==> config.mk <==
export PLATFORM = sky130hd
export DESIGN_NAME = seq_signed_divider
export DESIGN_NICKNAME = d
export VERILOG_FILES = /design/src/rtl/seq_signed_divider.sv
export SDC_FILE = /design/constraint.sdc
export NUM_CORES = 1
export LEC_CHECK = 0
export ABC_CLOCK_PERIOD_IN_PS = 2500
export BUFFER_PORTS_ARGS = -buffer_cell sky130_fd_sc_hd__buf_2
export CAP_MARGIN = 20
export CORE_MARGIN = 4
export CORE_UTILIZATION = 35
export CTS_CLUSTER_SIZE = 20
export DETAILED_ROUTE_END_ITERATION = 7
export GPL_ROUTABILITY_DRIVEN = 0
export GPL_TIMING_DRIVEN = 0
export PLACE_DENSITY_LB_ADDON = 0.15
export REMOVE_ABC_BUFFERS = 1
export SLEW_MARGIN = 20
export SYNTH_ARGS = -nofsm -noshare
export SYNTH_HDL_FRONTEND = slang
export SYNTH_SLANG_ARGS = --single-unit
==> constraint.sdc <==
create_clock -name clk -period 2.5 [get_ports clk]
set_clock_uncertainty 0.2 [all_clocks]
set_input_delay 0.125 -clock clk [delete_from_list [all_inputs] [get_ports clk]]
set_output_delay 0.125 -clock clk [all_outputs]
set_load 0.03 [all_outputs]
==> src/rtl/seq_signed_divider.sv <==
// Restoring signed divider: a 2N-bit dividend over an N-bit divisor gives an N-bit quotient and remainder.
// It produces one quotient bit per cycle, then a sign-fix cycle, behind a start/busy/done handshake.
module seq_signed_divider #(
  parameter int N = 4
) (
  input  logic             clk,
  input  logic             rst,
  input  logic             start,
  input  logic [2*N-1:0]   dividend,
  input  logic [N-1:0]     divisor,
  output logic             busy,
  output logic             done,
  output logic [N-1:0]     quotient,
  output logic [N-1:0]     remainder,
  output logic             ovf,
  output logic             dbz
);

  localparam int CW = $clog2(2 * N);
  localparam logic [CW-1:0] LAST = CW'(2 * N - 1);
  localparam logic [2*N-1:0] QLIM = (2 * N)'(1) << (N - 1);

  typedef enum logic [1:0] {IDLE, DIV, FIX} state_t;

  state_t state, state_next;

  logic           sign_a, sign_b;
  logic [2*N-1:0] dvd_mag;
  logic [N-1:0]   dvs_mag;
  logic [N-1:0]   prem;
  logic [2*N-1:0] qmag;
  logic [CW-1:0]  cnt;

  logic [N:0]     shifted;
  logic           ge;
  logic [N-1:0]   diff;
  logic           neg;
  logic           ovf_now;

  // Partial remainder stays below |divisor| <= 2^(N-1), so N bits suffice once the trial is done on N+1
  assign shifted = {prem, dvd_mag[2*N-1]};
  assign ge      = shifted >= {1'b0, dvs_mag};
  assign diff    = shifted[N-1:0] - dvs_mag;
  assign neg     = sign_a ^ sign_b;
  assign ovf_now = neg ? (qmag > QLIM) : (qmag >= QLIM);
  assign busy    = (state != IDLE);

  always_ff @(posedge clk or posedge rst) begin
    if (rst) state <= IDLE;
    else     state <= state_next;
  end

  always_comb begin
    state_next = state;
    case (state)
      IDLE:    if (start) state_next = DIV;
      DIV:     if (cnt == LAST) state_next = FIX;
      FIX:     state_next = IDLE;
      default: state_next = IDLE;
    endcase
  end

  always_ff @(posedge clk or posedge rst) begin
    if (rst) begin
      sign_a    <= 1'b0;
      sign_b    <= 1'b0;
      dvd_mag   <= '0;
      dvs_mag   <= '0;
      prem      <= '0;
      qmag      <= '0;
      cnt       <= '0;
      done      <= 1'b0;
      quotient  <= '0;
      remainder <= '0;
      ovf       <= 1'b0;
      dbz       <= 1'b0;
    end else begin
      done <= 1'b0;
      case (state)
        IDLE: begin
          if (start) begin
            sign_a  <= dividend[2*N-1];
            sign_b  <= divisor[N-1];
            dvd_mag <= dividend[2*N-1] ? -dividend : dividend;
            dvs_mag <= divisor[N-1] ? -divisor : divisor;
            prem    <= '0;
            qmag    <= '0;
            cnt     <= '0;
          end
        end
        DIV: begin
          prem    <= ge ? diff : shifted[N-1:0];
          qmag    <= {qmag[2*N-2:0], ge};
          dvd_mag <= dvd_mag << 1;
          cnt     <= cnt + 1'b1;
        end
        FIX: begin
          done <= 1'b1;
          // A zero divisor still walks the full latency; its result is forced here
          if (dvs_mag == '0) begin
            quotient  <= '0;
            remainder <= '0;
            ovf       <= 1'b0;
            dbz       <= 1'b1;
          end else begin
            quotient  <= neg ? -qmag[N-1:0] : qmag[N-1:0];
            remainder <= sign_a ? -prem : prem;
            ovf       <= ovf_now;
            dbz       <= 1'b0;
          end
        end
        default: ;
      endcase
    end
  end

endmodule

Yosys cells after proc, flatten, opt, wreduce, memory -nomap -nowiden
Cells that the tools add are included.

word-level totals
  register bits = 42
  logic and storage cells = 57

operators by class
  $add $sub $neg = 6
  $lt $le $gt $ge = 3
  equal/unequal tests = 5
  muxes and demuxes = 22
  bitwise gates (word level) = 1
  reductions and logical operators = 7

operators by type and width
  operator             number
  $pmux 8 s2           2
  $mux 4               7
  $mux 8               3
  $neg 4->4            3
  $ge 8x4->1 const B   1
  $gt 8x4->1 const B   1
  $neg 8->8            1
  $pmux 4 s2           1
  $pmux 3 s2           1
  $reduce_and 2->1     3
  $ge 5x4->1           1
  $logic_not 4->1      1
  $mux 1               4
  $mux 2               2
  $ne 2x2->1 const B   2
  $pmux 2 s2           1
  $reduce_bool 2->1    2
  $sub 4x4->4          1
  $add 3x1->3 const B  1
  $eq 3x3->1 const B   1
  $mux 3               1
  $eq 2x1->1 const B   1
  $eq 2x2->1 const B   1
  $logic_not 2->1      1
  $xor 1x1->1          1

Longest topological paths before layout
  word-level depth = 4
  mapped depth = 7
  gate-level depth less buffers = 7

Least setup slack after synthesis
No wires, ideal clock.

  path type = register to register
  start = register dvs_mag[1]
  end = register prem[0]
  setup time = 0.122 ns
  arrival time = 1.557 ns
  data required time = 2.178 ns
  setup slack = 0.621 ns
  stages on the path, launching flop included = 7
  path through = dfrtp_1 inv_1 ha_1 nand4_1 nand2_1 or3_1 a32o_1

on the way
  cells in the longest elaborated chain, start to end = 3

ends and longest elaborated chain
  what                    line  source
  start, declared         29    logic [N-1:0] dvs_mag;
  start signal, assigned  85    dvs_mag <= divisor[N-1] ? -divisor : divisor;
  $ge 5x4->1              42    assign ge = shifted >= {1'b0, dvs_mag};
  $mux 4                  92    prem <= ge ? diff : shifted[N-1:0];
  $pmux 4 s2              79    case (state)
  end signal, assigned    92
  end, declared           30    logic [N-1:0] prem;

Every way passes these cells.
A chain may end at the register's enable or synchronous reset.

Worst setup path after layout
  start = register dvs_mag[1]
  end = register prem[2]

on the way
  cells in the longest elaborated chain, start to end = 3

ends and longest elaborated chain
  what                                       line
  $sub 4x4->4 or $ge 5x4->1 (tied branches)  43, 42
  $mux 4 *                                   92
  $pmux 4 s2 *                               79

Every way passes the cells marked *; elsewhere a longest branch is shown, timed or not.

==> impl_metrics.ini <==
[global_routing]
antenna_found_initial = 0
grt_usage_pct = 12.6
grt_pass1_vias = 1600
gr-total-overflow = 0
grt_max_degree = 23
grt_pass1_wl_mm = 7.48

[timing]
slew_headroom_pct = 45.6
fin_crit_sh_pct = 83.9
tightestPinTransition_ps = 812
min_period_ps = 2100
report.final.slew_viol_count = 0
setup-tns-final_ps = 0
setup_viol = 0
max_freq_mhz = 477
finalHoldViolations = 0
rsz0062_at_grt = false

[worst_setup_path]
max_stage_delay_ps = 430
cp_num_buf_inv = 1
path_cells = inv_1 > ha_1 > nand2b_1 > a21oi_1 > o21ai_0 > a32o_1
cp-startpoint = dvs_mag[1]
worstSetupStartpointType = register
end_kind = register
crit_type = reg2reg
cp.required_ps = 2480
rr_startpoint = dvs_mag[1]
crit_slowest_cell = dfrtp_1
crit_family = compound AO/OA/AOI/OAI gates
arrival_ps = 2080
crit_fanout = 8

[cts]
cts_tree = built
insertion_delay_ps = 290
cts_resized = 0
cts_buffer_depth = 2
clk_pin_slew_ps = 80
htreeDepth = 2
cts_buffers = 5
post_cts_buffers = 0
cts_hold_buffers = 12
cts.sinks = 42
cts-root-buf = clkbuf_8

[route]
routedWlPerCell_um = 12.9
wirelength_mm = 4.21
drt_iter0_markers = 66
met1_length_mm = 2.08
drt_pass1_iterations = 4
drc = 0
vias = 1626
top_layer_used = met4
vias_per_cell = 4.97
dr_wl_met3_um = 148
wl_met2_mm = 1.93
antenna_left = 0

[cells_and_area]
seq_area_um2 = 1050
fillCellCount = 611
antennaDiodeCount = 0
multi_input_area_um2 = 1020
syn_to_final_growth_pct = 20.8
layout.nets = 277
fin_util_pct = 43.9
drive_above_1_share_pct = 19.0

[run]
max_cap_viol_count = 0

[synth]
ys_ff_latch = 42
synth_edf_count = 0
ys_types = 40
synthArstFlopShare_pct = 100
netlist_instances = 212
yosysSeqAreaShare_pct = 48.6
avgSynthCellArea_um2 = 10.2
ys_warn_count = 0
synth-main-ff-cell = dfrtp_1
syn-cell-area_um2 = 2160

[die]
coreArea_um2 = 5960
row_count = 28
die_h_um = 86.6
die-area_um2 = 7500
start_util_pct = 36.3
ioPinCount = 27
dieWidth_um = 86.6

[power_and_ir_drop]
switching_share_pct = 40.6
vdd_drop_max_v = 0.000391
p_switching_mw = 1.25
pwr-share-comb_pct = 46.1
p_int_mw = 1.83
clkPwrFrac_pct = 14.5
p_leak_nw = 1.22
cellPowerDensity_nw_per_um2 = 1180
p_seq_share_pct = 39.5

[place]
place_hpwl_mm = 3.02
portBuffers = 26

[worst_hold_path]
hp-start = dividend[1]
hp-class = in2reg

[run_status]
status = completed
layer usage:
layer | vias to the layer above | global-route usage, %
met5 | - | 0
met4 | 0 | 4.67
met3 | 5 | 3.23
met2 | 29 | 19.8
met1 | 767 | 16.7
li1 | 825 | -
cells in the mapped netlist (5+ instances only):
master | number | area share, %
dfrtp_1 | 42 | 49
nand2_1 | 25 | 4.3
o21ai_1 | 18 | 4.2
inv_1 | 16 | 2.8
ha_1 | 10 | 5.8
a22o_1 | 9 | 3.6
nor2_1 | 8 | 1.4
o21ai_0 | 7 | 1.6
a21oi_1 | 6 | 1.4
nand2b_1 | 6 | 1.7
o31ai_1 | 6 | 2.1
xnor2_1 | 6 | 2.4
clkbuf_1 | 5 | 0.87
xor2_1 | 5 | 2.0
final cells by class:
cell class                 instances  area share, %
sequential                        42           40.2
multi-input combinational        144           38.9
clock inverter                     1          0.192
clock buffer                       7           3.30
inverter                          18           2.59
timing repair buffer              40           11.2
tap                               75           3.59
sequential cells by signal (all words and copies together), names as in the netlist:
name       flops
qmag           8
state          2
sign_a         1
dvd_mag        8
sign_b         1
remainder      4
dbz            1
done           1
dvs_mag        4
cnt            3
ovf            1
quotient       4
prem           4
worst paths after layout:
| path | endpoint | slack (ps) | cells past startpoint |
|---|---|---|---|
| min reg2reg | remainder[0] | 280 | 2 |
| max in group asynchronous | dvs_mag[2] | 1420 | 4 |
| max | prem[2] | 400 | 6 |
| min | dvd_mag[5] | 80 | 4 |
| min in group asynchronous | qmag[7] | 210 | 3 |
| max reg2reg | prem[2] | 400 | 6 |
cells by family after synthesis:
group	count (synthesis)	share of synthesized area, %
and+or+nand+nor	56	13.1
AOI/OAI and AO/OA	59	19.0
xor gates and xnor gates	11	4.46
DFF	42	48.6
muxes	7	3.47
adders and majority gates	11	6.71
buffers and inverters	26	4.69
placed cells by master (no fill, tap or decap), drive strengths merged, types with 7 or more instances in the layout:
cell	count
clkbuf	7
ha	10
buf	28
a22o	9
inv	18
nand2	26
dfrtp	42
o21ai	25
nor2	8
dlygate4sd3	12
power by group through the flow:
stage	clock, mW	combinational, mW	sequential [mW]
3_5_place_dp	0	1.43	1.24
5_1_grt	0.497	1.62	1.26
6_report	0.447	1.42	1.22
3_3_place_gp	0	1.39	1.23
2_1_floorplan	0	0.987	1.30
4_1_cts	0.468	1.45	1.22
worst register-to-register path: stages, from the launching register on:
cell,delay (ps)
dfrtp_1,430
inv_1,110
ha_1,300
nand2b_1,80
a21oi_1,430
o21ai_0,160
a32o_1,280
metrics by stage:
step	instances	instance area, µm²	power [mW]	worst slack, ps	hold WS [ps]
floorplan	204	2130	2.29	495	53.8
global placement	305	2350	2.62	-3.94	219
detailed placement	307	2400	2.67	390	-6.99
CTS	327	2610	3.14	372	57.5
global route	327	2610	3.38	245	115
finish	327	2610	3.09	402	81.5
Note: power is estimated with default switching activity, not from simulation.
